--- config.mk ---
export PLATFORM = sky130hd
export DESIGN_NAME = bus_bridge
export DESIGN_NICKNAME = d
export VERILOG_FILES = /design/src/rtl/bus_bridge.sv
export SDC_FILE = /design/constraint.sdc
export NUM_CORES = 1
export LEC_CHECK = 0
export CELL_PAD_IN_SITES_DETAIL_PLACEMENT = 1
export CELL_PAD_IN_SITES_GLOBAL_PLACEMENT = 2
export CORE_AREA = 2 2 182 202
export DETAILED_ROUTE_END_ITERATION = 12
export DIE_AREA = 0 0 184 204
export PLACE_DENSITY = 0.91
export SYNTH_ARGS = -nofsm -noshare
export SYNTH_HDL_FRONTEND = slang
export SYNTH_SLANG_ARGS = --single-unit
--- constraint.sdc ---
create_clock -name cpu_clk -period 5.2 [get_ports cpu_clk]
set_input_delay 0.78 -clock cpu_clk [delete_from_list [all_inputs] [get_ports cpu_clk]]
set_output_delay 0.78 -clock cpu_clk [all_outputs]
set_load 0.005 [all_outputs]
--- src/rtl/bus_bridge.sv ---
// bus_bridge: responder end of the single-cycle CPU data bus.
// Routes each Bus_* access either to the data DRAM or to the on-chip
// peripheral registers (digital-tube data, timer, LEDs, switches, buttons).
// Reads are combinational. Writes commit on the rising edge of cpu_clk.
//
// Ports:
//   cpu_clk     system clock
//   cpu_rst     asynchronous active-low reset
//   Bus_addr    byte address from the CPU
//   Bus_wen     write strobe (one word per cycle)
//   Bus_wdata   write data
//   Bus_rdata   combinational read data for Bus_addr
//   dram_addr   DRAM word address (Bus_addr[15:2])
//   dram_wen    DRAM write enable, suppressed for peripheral accesses
//   dram_wdata  DRAM write data (Bus_wdata)
//   dram_rdata  DRAM combinational read data
//   sw, btn     raw asynchronous board switches / buttons
//   led         LED register
//   seg_data    digital-tube display word
module bus_bridge #(
    parameter logic [31:0] TIMER_DIV_RST = 32'd0
) (
    input  logic        cpu_clk,
    input  logic        cpu_rst,
    input  logic [31:0] Bus_addr,
    input  logic        Bus_wen,
    input  logic [31:0] Bus_wdata,
    output logic [31:0] Bus_rdata,
    output logic [13:0] dram_addr,
    output logic        dram_wen,
    output logic [31:0] dram_wdata,
    input  logic [31:0] dram_rdata,
    input  logic [23:0] sw,
    input  logic [4:0]  btn,
    output logic [23:0] led,
    output logic [31:0] seg_data
);

    localparam logic [11:0] OFF_SEG  = 12'h000;
    localparam logic [11:0] OFF_TCNT = 12'h020;
    localparam logic [11:0] OFF_TDIV = 12'h024;
    localparam logic [11:0] OFF_LED  = 12'h060;
    localparam logic [11:0] OFF_SW   = 12'h070;
    localparam logic [11:0] OFF_BTN  = 12'h078;

    logic        periph_hit;
    logic [11:0] off;
    logic        wr_seg, wr_tcnt, wr_tdiv, wr_led;

    logic [31:0] tcnt;
    logic [31:0] tdiv;
    logic [31:0] pre;
    logic [31:0] tdiv_eff;
    logic        tick;

    logic [23:0] sw_meta, sw_sync;
    logic [4:0]  btn_meta, btn_sync;

    logic [31:0] periph_rdata;

    assign periph_hit = (Bus_addr[31:12] == 20'hFFFFF);
    assign off        = Bus_addr[11:0];

    assign dram_addr  = Bus_addr[15:2];
    assign dram_wen   = Bus_wen & ~periph_hit;
    assign dram_wdata = Bus_wdata;

    assign wr_seg  = Bus_wen & periph_hit & (off == OFF_SEG);
    assign wr_tcnt = Bus_wen & periph_hit & (off == OFF_TCNT);
    assign wr_tdiv = Bus_wen & periph_hit & (off == OFF_TDIV);
    assign wr_led  = Bus_wen & periph_hit & (off == OFF_LED);

    // A divisor of zero is treated as one so the timer never stalls.
    assign tdiv_eff = (tdiv == '0) ? 32'd1 : tdiv;
    assign tick     = (pre == tdiv_eff - 32'd1);

    always_ff @(posedge cpu_clk or negedge cpu_rst) begin
        if (!cpu_rst) begin
            seg_data <= '0;
            led      <= '0;
        end else begin
            if (wr_seg) seg_data <= Bus_wdata;
            if (wr_led) led      <= Bus_wdata[23:0];
        end
    end

    // Timer. A TCNT write overrides a coincident tick; a TDIV write restarts
    // the prescaler but a tick decided by the old divisor still counts.
    always_ff @(posedge cpu_clk or negedge cpu_rst) begin
        if (!cpu_rst) begin
            pre  <= '0;
            tcnt <= '0;
            tdiv <= TIMER_DIV_RST;
        end else begin
            if (wr_tdiv) begin
                tdiv <= Bus_wdata;
                pre  <= '0;
            end else if (tick) begin
                pre  <= '0;
            end else begin
                pre  <= pre + 32'd1;
            end

            if (wr_tcnt)   tcnt <= Bus_wdata;
            else if (tick) tcnt <= tcnt + 32'd1;
        end
    end

    // Two-flop synchronizers for the asynchronous board inputs.
    always_ff @(posedge cpu_clk or negedge cpu_rst) begin
        if (!cpu_rst) begin
            sw_meta  <= '0;
            sw_sync  <= '0;
            btn_meta <= '0;
            btn_sync <= '0;
        end else begin
            sw_meta  <= sw;
            sw_sync  <= sw_meta;
            btn_meta <= btn;
            btn_sync <= btn_meta;
        end
    end

    always_comb begin
        periph_rdata = '0;
        unique case (off)
            OFF_SEG:  periph_rdata = seg_data;
            OFF_TCNT: periph_rdata = tcnt;
            OFF_TDIV: periph_rdata = tdiv;
            OFF_LED:  periph_rdata = {8'h00, led};
            OFF_SW:   periph_rdata = {8'h00, sw_sync};
            OFF_BTN:  periph_rdata = {27'h0, btn_sync};
            default:  periph_rdata = '0;
        endcase
    end

    assign Bus_rdata = periph_hit ? periph_rdata : dram_rdata;

endmodule

* Word-level counts from Yosys, hierarchy flattened
Cells that the tools add are included.
** Cells by class
- Magnitude comparators :: 0
- Mux-type cells :: 7
- Shifts and indexed selects :: 0
- Divide/modulo/power cells :: 0
- Reductions and logical operators :: 3
- Multipliers :: 0
- Equality and inequality tests :: 7
- Bitwise operators :: 7
- Add/sub/neg operators :: 3
** Operator list (count)
- $mux W32 :: 6
- $pmux W32 S6 :: 1
- $add A32 B1 Y32 const B :: 2
- $eq A12 B7 Y1 const B :: 3
- $eq A32 B32 Y1 :: 1
- $logic_not A32 Y1 :: 1
- $sub A32 B1 Y32 const B :: 1
- $eq A12 B6 Y1 const B :: 2
- $eq A20 B20 Y1 const B :: 1
- $logic_not A12 Y1 :: 1
- $and A1 B1 Y1 :: 6
- $reduce_bool A2 Y1 :: 1
- $not A1 Y1 :: 1
** Word-level totals
- Memories kept :: 0
- Bits of input ports :: 128
- Logic and storage cells :: 36
- Bits in read-only memories :: 0
- Flip-flop bits (word level) :: 210
- RAM bits :: 0
- Output and inout bits :: 135
- Bits in latches :: 0

* Longest topological paths before layout
Gate-level depths: netlist of the first run.
- Word-level depth :: 6
- Gate-level depth with buffers :: 18
- Depth with buffers taken out :: 14

* Worst setup path before layout of the first run
OpenSTA, ideal clock, no wires.
- Kind :: register to register
- From :: register tdiv[28]
- To :: register tcnt[27]
- Data required time :: 5.118 ns
- Clock period less this slack :: 4.415 ns
- Library setup time :: 0.082 ns
- Path slack :: 0.785 ns
- Data arrival time :: 4.333 ns
- Cell stages (with the launch flop) :: 17
- Path buffers :: 2
- Cell sequence :: dfrtp_1 or4_4 nor4b_4 and3_1 buf_4 a21oi_1 ha_1 nor3b_2 and3_1 o21ai_0 a32oi_1 a2111o_1 a2111o_1 or2_1 buf_2 or4_1 a31oi_1
** On the way
- Cells in the longest elaborated chain, start to end :: 5
** Ends and longest elaborated chain
- start, declared :: RTL line 51 : logic [31:0] tdiv;
- start signal, assigned :: RTL line 96 : tdiv <= Bus_wdata;
- $logic_not A32 Y1 :: RTL line 74 : assign tdiv_eff = (tdiv == '0) ? 32'd1 : tdiv;
- $mux W32 (*) :: RTL line 74
- $sub A32 B1 Y32 (*) :: RTL line 75 : assign tick = (pre == tdiv_eff - 32'd1);
- $eq A32 B32 Y1 (*) :: RTL line 75
- $reduce_bool A2 Y1 (no source line) (*)
- end signal, assigned :: RTL line 104 : if (wr_tcnt) tcnt <= Bus_wdata;
- end signal, assigned :: RTL line 105 : else if (tick) tcnt <= tcnt + 32'd1;
- end, declared :: RTL line 50 : logic [31:0] tcnt;
Every way passes the cells marked *; elsewhere a longest branch is shown, timed or not.
A chain may end at the register's enable or synchronous reset.

* Final worst setup path of the first run
- From :: register tdiv[22]
- To :: register tcnt[18]
The elaborated chain is that of the path after synthesis.

==> results of run 1 <==
-- sequential cells by signal, summed over array words and instances (netlist names) --
register,count
btn_meta,5
btn_sync,5
led,24
pre,32
seg_data,32
sw_meta,24
sw_sync,24
tcnt,32
tdiv,32
-- cells by family after synthesis --
logic type / synth area share, %
AOI/OAI and AO/OA: 12.02
xor gates and xnor gates: 7.009
and+or+nand+nor: 17.08
muxes: 9.575
buffers and inverters: 5.639
adders and majority gates: 0.3453
DFF: 48.34
-- metal layers --
metal / GRT usage, % / part of all wire, %
met5: 0 / 0
met4: 7.314 / 3.5
met3: 2.940 / 4.0
met2: 35.01 / 52
met1: 23.88 / 41
-- worst max-delay path, stage by stage, from the launching register on --
cell and delay, ps:
dfrtp_1 450, nor4_2 590, and2_1 330, and3_1 210, a21oi_1 80, ha_1 260, nor3b_2 200, and3_1 230
o21ai_0 170, a32oi_1 150, a2111o_1 410, a2111o_1 390, or2_1 390, buf_4 210, or3_1 350, a31oi_1 180
-- stage by stage --
| stage | power [mW] | area [um^2] | hold slack, ps |
|---|---|---|---|
| after floorplan | 1.774 | 10870 | 331.2 |
| after global placement | 1.969 | 13890 | 331.4 |
| after detailed placement | 1.977 | 13890 | 335.8 |
| after CTS | 3.585 | 14610 | 347.8 |
| after global routing | 3.668 | 14610 | 355.8 |
| final | 3.538 | 14610 | 330.2 |
-- how the worst max path moves through the flow --
stage                                     from                    to  slack (ps)  depth (start not counted)
after floorplan           tdiv[28]$_DFFE_PN0P_  tcnt[27]$_DFFE_PN0P_         790                         16
after global placement            Bus_addr[30]  tcnt[24]$_DFFE_PN0P_         630                          9
after detailed placement  tdiv[22]$_DFFE_PN0P_  tcnt[18]$_DFFE_PN0P_         550                         15
after CTS                 tdiv[23]$_DFFE_PN0P_  tcnt[18]$_DFFE_PN0P_         480                         15
after global routing      tdiv[23]$_DFFE_PN0P_  tcnt[31]$_DFFE_PN0P_         230                         14
final                     tdiv[22]$_DFFE_PN0P_  tcnt[18]$_DFFE_PN0P_         480                         15
-- power breakdown --
| part | switching [mW] | internal (mW) |
|---|---|---|
| logic | 0.100 | 0.153 |
| registers | 0.0229 | 1.67 |
| clock network | 0.664 | 0.928 |
| total | 0.787 | 2.75 |
-- layout make-up --
| type | count | area, um^2 |
|---|---|---|
| multi-input combinational | 761 | 5045 |
| tap | 450 | 563.0 |
| inverter | 11 | 41.29 |
| timing repair buffer | 306 | 2983 |
| fill | 3983 | 21010 |
| clock buffer | 33 | 655.6 |
| clock inverter | 7 | 67.56 |
| sequential | 210 | 5255 |
-- placed cells by master, fill, tap and decap left out, drive strengths merged, types with 13 or more instances in the layout --
cell	n
clkdlybuf4s50	261
a31oi	13
nand4	18
inv	13
nor2	99
o21ai	41
xnor2	58
nor3	42
nand3	37
a22oi	48
nor4	15
xor2	29
and3	21
clkbuf	33
mux2	88
buf	45
dfrtp	210
a21oi	59
nand2	96
==> impl_metrics.py, run 1 <==
metrics = {
    "drt": {
        "ant_nets": 0,
        "routed_via_density": 5.319,
        "drtIter0Drc": 470,
        "vias": 9458,
        "route.detailed.drc": 0,
        "wl_per_cell_um": 20.72,
        "firstDrtPassIters": 5,
        "routed_wl_um": 36850,
    },
    "final_layout": {
        "n_antenna_cell": 0,
        "drive_gt1_share_pct": 13.78,
        "finalNonFillerCells": 1778,
        "final_nets": 1446,
        "utilization_pct": 41.02,
        "syn_to_final_growth_pct": 34.39,
    },
    "sta": {
        "rsz0062_at_grt": "no",
        "maxSlewViolCount": 0,
        "finalWorstSetupSlack_ps": 478.6,
        "hold_viol": 0,
        "tightest_slew_ps": 1227,
        "period_minus_slack_ps": 4721,
        "fin_tns_setup_ps": 0,
        "skew_ps": 13.67,
        "fmax_mhz": 211.8,
        "period_share_pct": 90.80,
        "maxSlewHeadroom_pct": 17.88,
        "setup_viol": 0,
    },
    "min_path": {
        "min_path_type": "input port to async pin",
    },
    "clock_tree": {
        "cts_sinks": 210,
        "numCtsBuffers": 25,
        "ctsResizeCount": 0,
        "tritoncts": "done",
        "clock-root-buffer": "clkbuf_16",
        "postCtsSetupRepairBufs": 0,
        "holdBufCountCts": 0,
        "clk_latency_ps": 520,
        "clk_pin_slew_ps": 60,
        "htree_levels": 1,
        "clk_path_buf_depth": 3,
    },
    "power": {
        "vdd_ir_drop_max_v": 0.0001755,
        "power_density_nw_per_um2": 242.1,
        "p_leak_nw": 6.402,
    },
    "status": {
        "outcome": "finished, final reports clean",
    },
    "global_route": {
        "grtUsageTotal_pct": 19.63,
        "grt_pass1_wl_um": 58350,
        "overflow": 0,
        "antenna_found_initial": 0,
        "grt_pass1_vias": 10470,
        "grt_max_degree": 119,
    },
    "run": {
        "max_cap_viol_count": 0,
    },
    "critical_path": {
        "rrSetupSlack_ps": 480,
        "path_max_fanout": 10,
        "reg2reg_from": "tdiv[22]$_DFFE_PN0P_",
        "reg2reg_depth": 15,
        "path_class": "flip-flop to flip-flop",
        "required_ps": 5630,
        "reg2reg_to": "tcnt[18]$_DFFE_PN0P_",
        "worstSetupEndpointType": "flip-flop",
        "arrival_ps": 5150,
        "startpoint_type": "flip-flop",
    },
    "floorplanning": {
        "core_um2": 35620,
        "dieArea_um2": 37540,
        "num_rows": 73,
        "die_x_um": 184,
        "fp.dieH_um": 204,
        "initial_utilization_pct": 30.52,
        "io_pins": 263,
    },
    "synthesis": {
        "yosysUniqueCellTypes": 56,
        "ys_top_cells_by_count": "210 x dfrtp_1, 99 x nor2_1, 96 x nand2_1",
        "synth_top_area_share_pct": 48.34,
        "synth-edff-count": 0,
        "synthesis.nets": 1217,
        "synth-seq-cells": 210,
        "synthCells": 1086,
        "syn_area_um2": 10870,
        "synth_top_area_cell": "dfrtp_1",
        "ys.flop_type": "dfrtp_1",
        "seq_area_frac_synth_pct": 48.34,
        "yosysWarningCount": 0,
        "synth_area_leaders": "dfrtp_1 48%, mux2_2 9.1%, xnor2_1 4.7%",
        "synth_area_per_cell_um2": 10.01,
        "yosys.cell_count.top_type": "dfrtp_1",
        "async_flop_share_pct": 100.0,
    },
    "place": {
        "post-place-ws_ps": 549.1,
        "placed_cells": 1738,
        "post-dp-hpwl_um": 27300,
        "port_buffers": 262,
        "gp_congestion": 0.9001,
    },
}
Power figures use the tool's default switching activity.
==> run 2, diff against run 1 <==
Settings changed: CAP_MARGIN from default to 25.
==> run 2 against run 1 <==
Combinational power barely moved. Worst hold slack improved by 6.5 ps. Flip-flop and latch count unchanged. Final area is 0.86% higher. Via count shrank 0.55%. Maximum frequency is 0.32% higher. Critical endpoint is now tcnt[22]$_DFFE_PN0P_.
==> impl_metrics.py, run 2 (same netlist as run 1, synthesis figures left out) <==
metrics = {
    "place": {
        "gp_congestion": 0.9001,
        "post-dp-hpwl_um": 27390,
        "port_buffers": 262,
        "place_area_um2": 13910,
    },
    "clock_tree": {
        "tritoncts": "done",
        "clk_path_buf_depth": 3,
        "holdBufCountCts": 0,
        "cts_sinks": 210,
        "clk_pin_slew_ps": 60,
        "ctsResizeCount": 0,
        "postCtsSetupRepairBufs": 0,
        "numCtsBuffers": 25,
        "htree_levels": 1,
        "clk_latency_ps": 530,
        "clock-root-buffer": "clkbuf_16",
    },
    "drt": {
        "routed_wl_um": 36830,
        "wl_per_cell_um": 20.67,
        "vias": 9406,
        "drtIter0Drc": 492,
        "route.detailed.drc": 0,
        "ant_nets": 0,
        "routed_via_density": 5.278,
        "firstDrtPassIters": 7,
    },
    "power": {
        "p_int_mw": 2.912,
        "power_frac_clock_pct": 47.8,
        "power_density_nw_per_um2": 253.0,
        "finalPower_mw": 3.728,
        "vdd_ir_drop_max_v": 0.0001946,
        "seqPwrFrac_pct": 45.4,
        "switching_share_pct": 21.89,
        "p_switching_uw": 816.0,
        "p_comb_share_pct": 6.8,
        "p_leak_nw": 6.461,
    },
    "floorplanning": {
        "initial_utilization_pct": 30.52,
        "dieArea_um2": 37540,
        "core_um2": 35620,
        "die_x_um": 184,
        "fp.dieH_um": 204,
        "num_rows": 73,
        "io_pins": 263,
    },
    "critical_path": {
        "reg2reg_depth": 15,
        "path_max_fanout": 10,
        "startpoint_type": "flip-flop",
        "reg2reg_to": "tcnt[22]$_DFFE_PN0P_",
        "arrival_ps": 5150,
        "required_ps": 5640,
        "worstSetupEndpointType": "flip-flop",
        "rrSetupSlack_ps": 490,
        "reg2reg_from": "tdiv[22]$_DFFE_PN0P_",
        "path_class": "flip-flop to flip-flop",
    },
    "final_layout": {
        "final_cell_area_um2": 14740,
        "mostFrequentLayoutCells": "261 x clkdlybuf4s50_1, 210 x dfrtp_1, 97 x nor2_1",
        "drive_gt1_share_pct": 14.11,
        "n_antenna_cell": 0,
        "utilization_pct": 41.37,
        "syn_to_final_growth_pct": 35.54,
        "final_nets": 1447,
        "nFillCells": 3971,
        "final_common_cell": "clkdlybuf4s50_1",
    },
    "sta": {
        "maxSlewHeadroom_pct": 39.57,
        "fmax_mhz": 212.5,
        "period_share_pct": 90.51,
        "setup_viol": 0,
        "rsz0062_at_grt": "no",
        "period_minus_slack_ps": 4706,
        "tightest_slew_ps": 906.4,
        "maxSlewViolCount": 0,
        "fin_tns_setup_ps": 0,
        "hold_viol": 0,
        "skew_ps": 17.02,
    },
    "min_path": {
        "min_path_type": "input port to async pin",
    },
    "global_route": {
        "grtUsageTotal_pct": 19.58,
        "grt_pass1_wl_um": 58030,
        "overflow": 0,
        "grt_pass1_vias": 10370,
        "antenna_found_initial": 0,
        "grt_max_degree": 119,
    },
    "run": {
        "max_cap_viol_count": 0,
    },
    "status": {
        "outcome": "finished, final reports clean",
    },
}
run 2: area by class of cell:
type	count	area, um^2	area share (%)
tap	450	563.0	3.821
inverter	11	41.29	0.2802
clock inverter	7	121.4	0.8236
clock buffer	36	706.9	4.797
multi-input combinational	761	5045	34.24
timing repair buffer	307	3003	20.38
sequential	210	5255	35.66
run 2: per-layer routing:
layer	routed length, um	up-vias	global-route usage (%)
li1	-	4296	-
met3	1432	63	2.940
met5	0	-	0
met2	19430	210	35.32
met4	1022	0	6.114
met1	14950	4837	23.95
run 2: worst max path at each step:
stage                          from                    to  cells after the start
6_report       tdiv[22]$_DFFE_PN0P_  tcnt[22]$_DFFE_PN0P_                     15
5_1_grt        tdiv[22]$_DFFE_PN0P_  tcnt[22]$_DFFE_PN0P_                     15
4_1_cts                 Bus_addr[9]          Bus_rdata[3]                     11
3_5_place_dp   tdiv[22]$_DFFE_PN0P_  tcnt[27]$_DFFE_PN0P_                     14
3_3_place_gp           Bus_addr[30]  tcnt[24]$_DFFE_PN0P_                      9
2_1_floorplan  tdiv[28]$_DFFE_PN0P_  tcnt[27]$_DFFE_PN0P_                     16
run 2: power groups by stage:
stage	Combinational, mW	Sequential, mW	Clock [mW]
2_1_floorplan	0.0602	1.71	0
3_3_place_gp	0.251	1.72	0
3_5_place_dp	0.256	1.72	0
4_1_cts	0.258	1.69	1.82
5_1_grt	0.277	1.70	1.88
6_report	0.253	1.69	1.78
run 2: critical path, cell delays in order (launching register included):
cell and delay, ps:
dfrtp_1 440, nor4_2 580, and2_1 320, and3_1 220
a21oi_1 80, ha_1 260, nor3b_2 200, and3_1 230
o21ai_0 170, a32oi_1 150, a2111o_1 410, a2111o_1 390
or2_1 410, buf_4 240, or3_1 340, a31oi_1 170
run 2: metrics by stage:
| step | setup slack (ps) | std cells | hold slack [ps] |
|---|---|---|---|
| after global placement | 631.7 | 1738 | 331.4 |
| after detailed placement | 567.7 | 1739 | 335.8 |
| final | 493.7 | 1782 | 336.7 |
| after floorplan | 785.3 | 1086 | 331.2 |
| after CTS | 545.5 | 1782 | 339.3 |
| after global routing | 272.3 | 1782 | 341.7 |
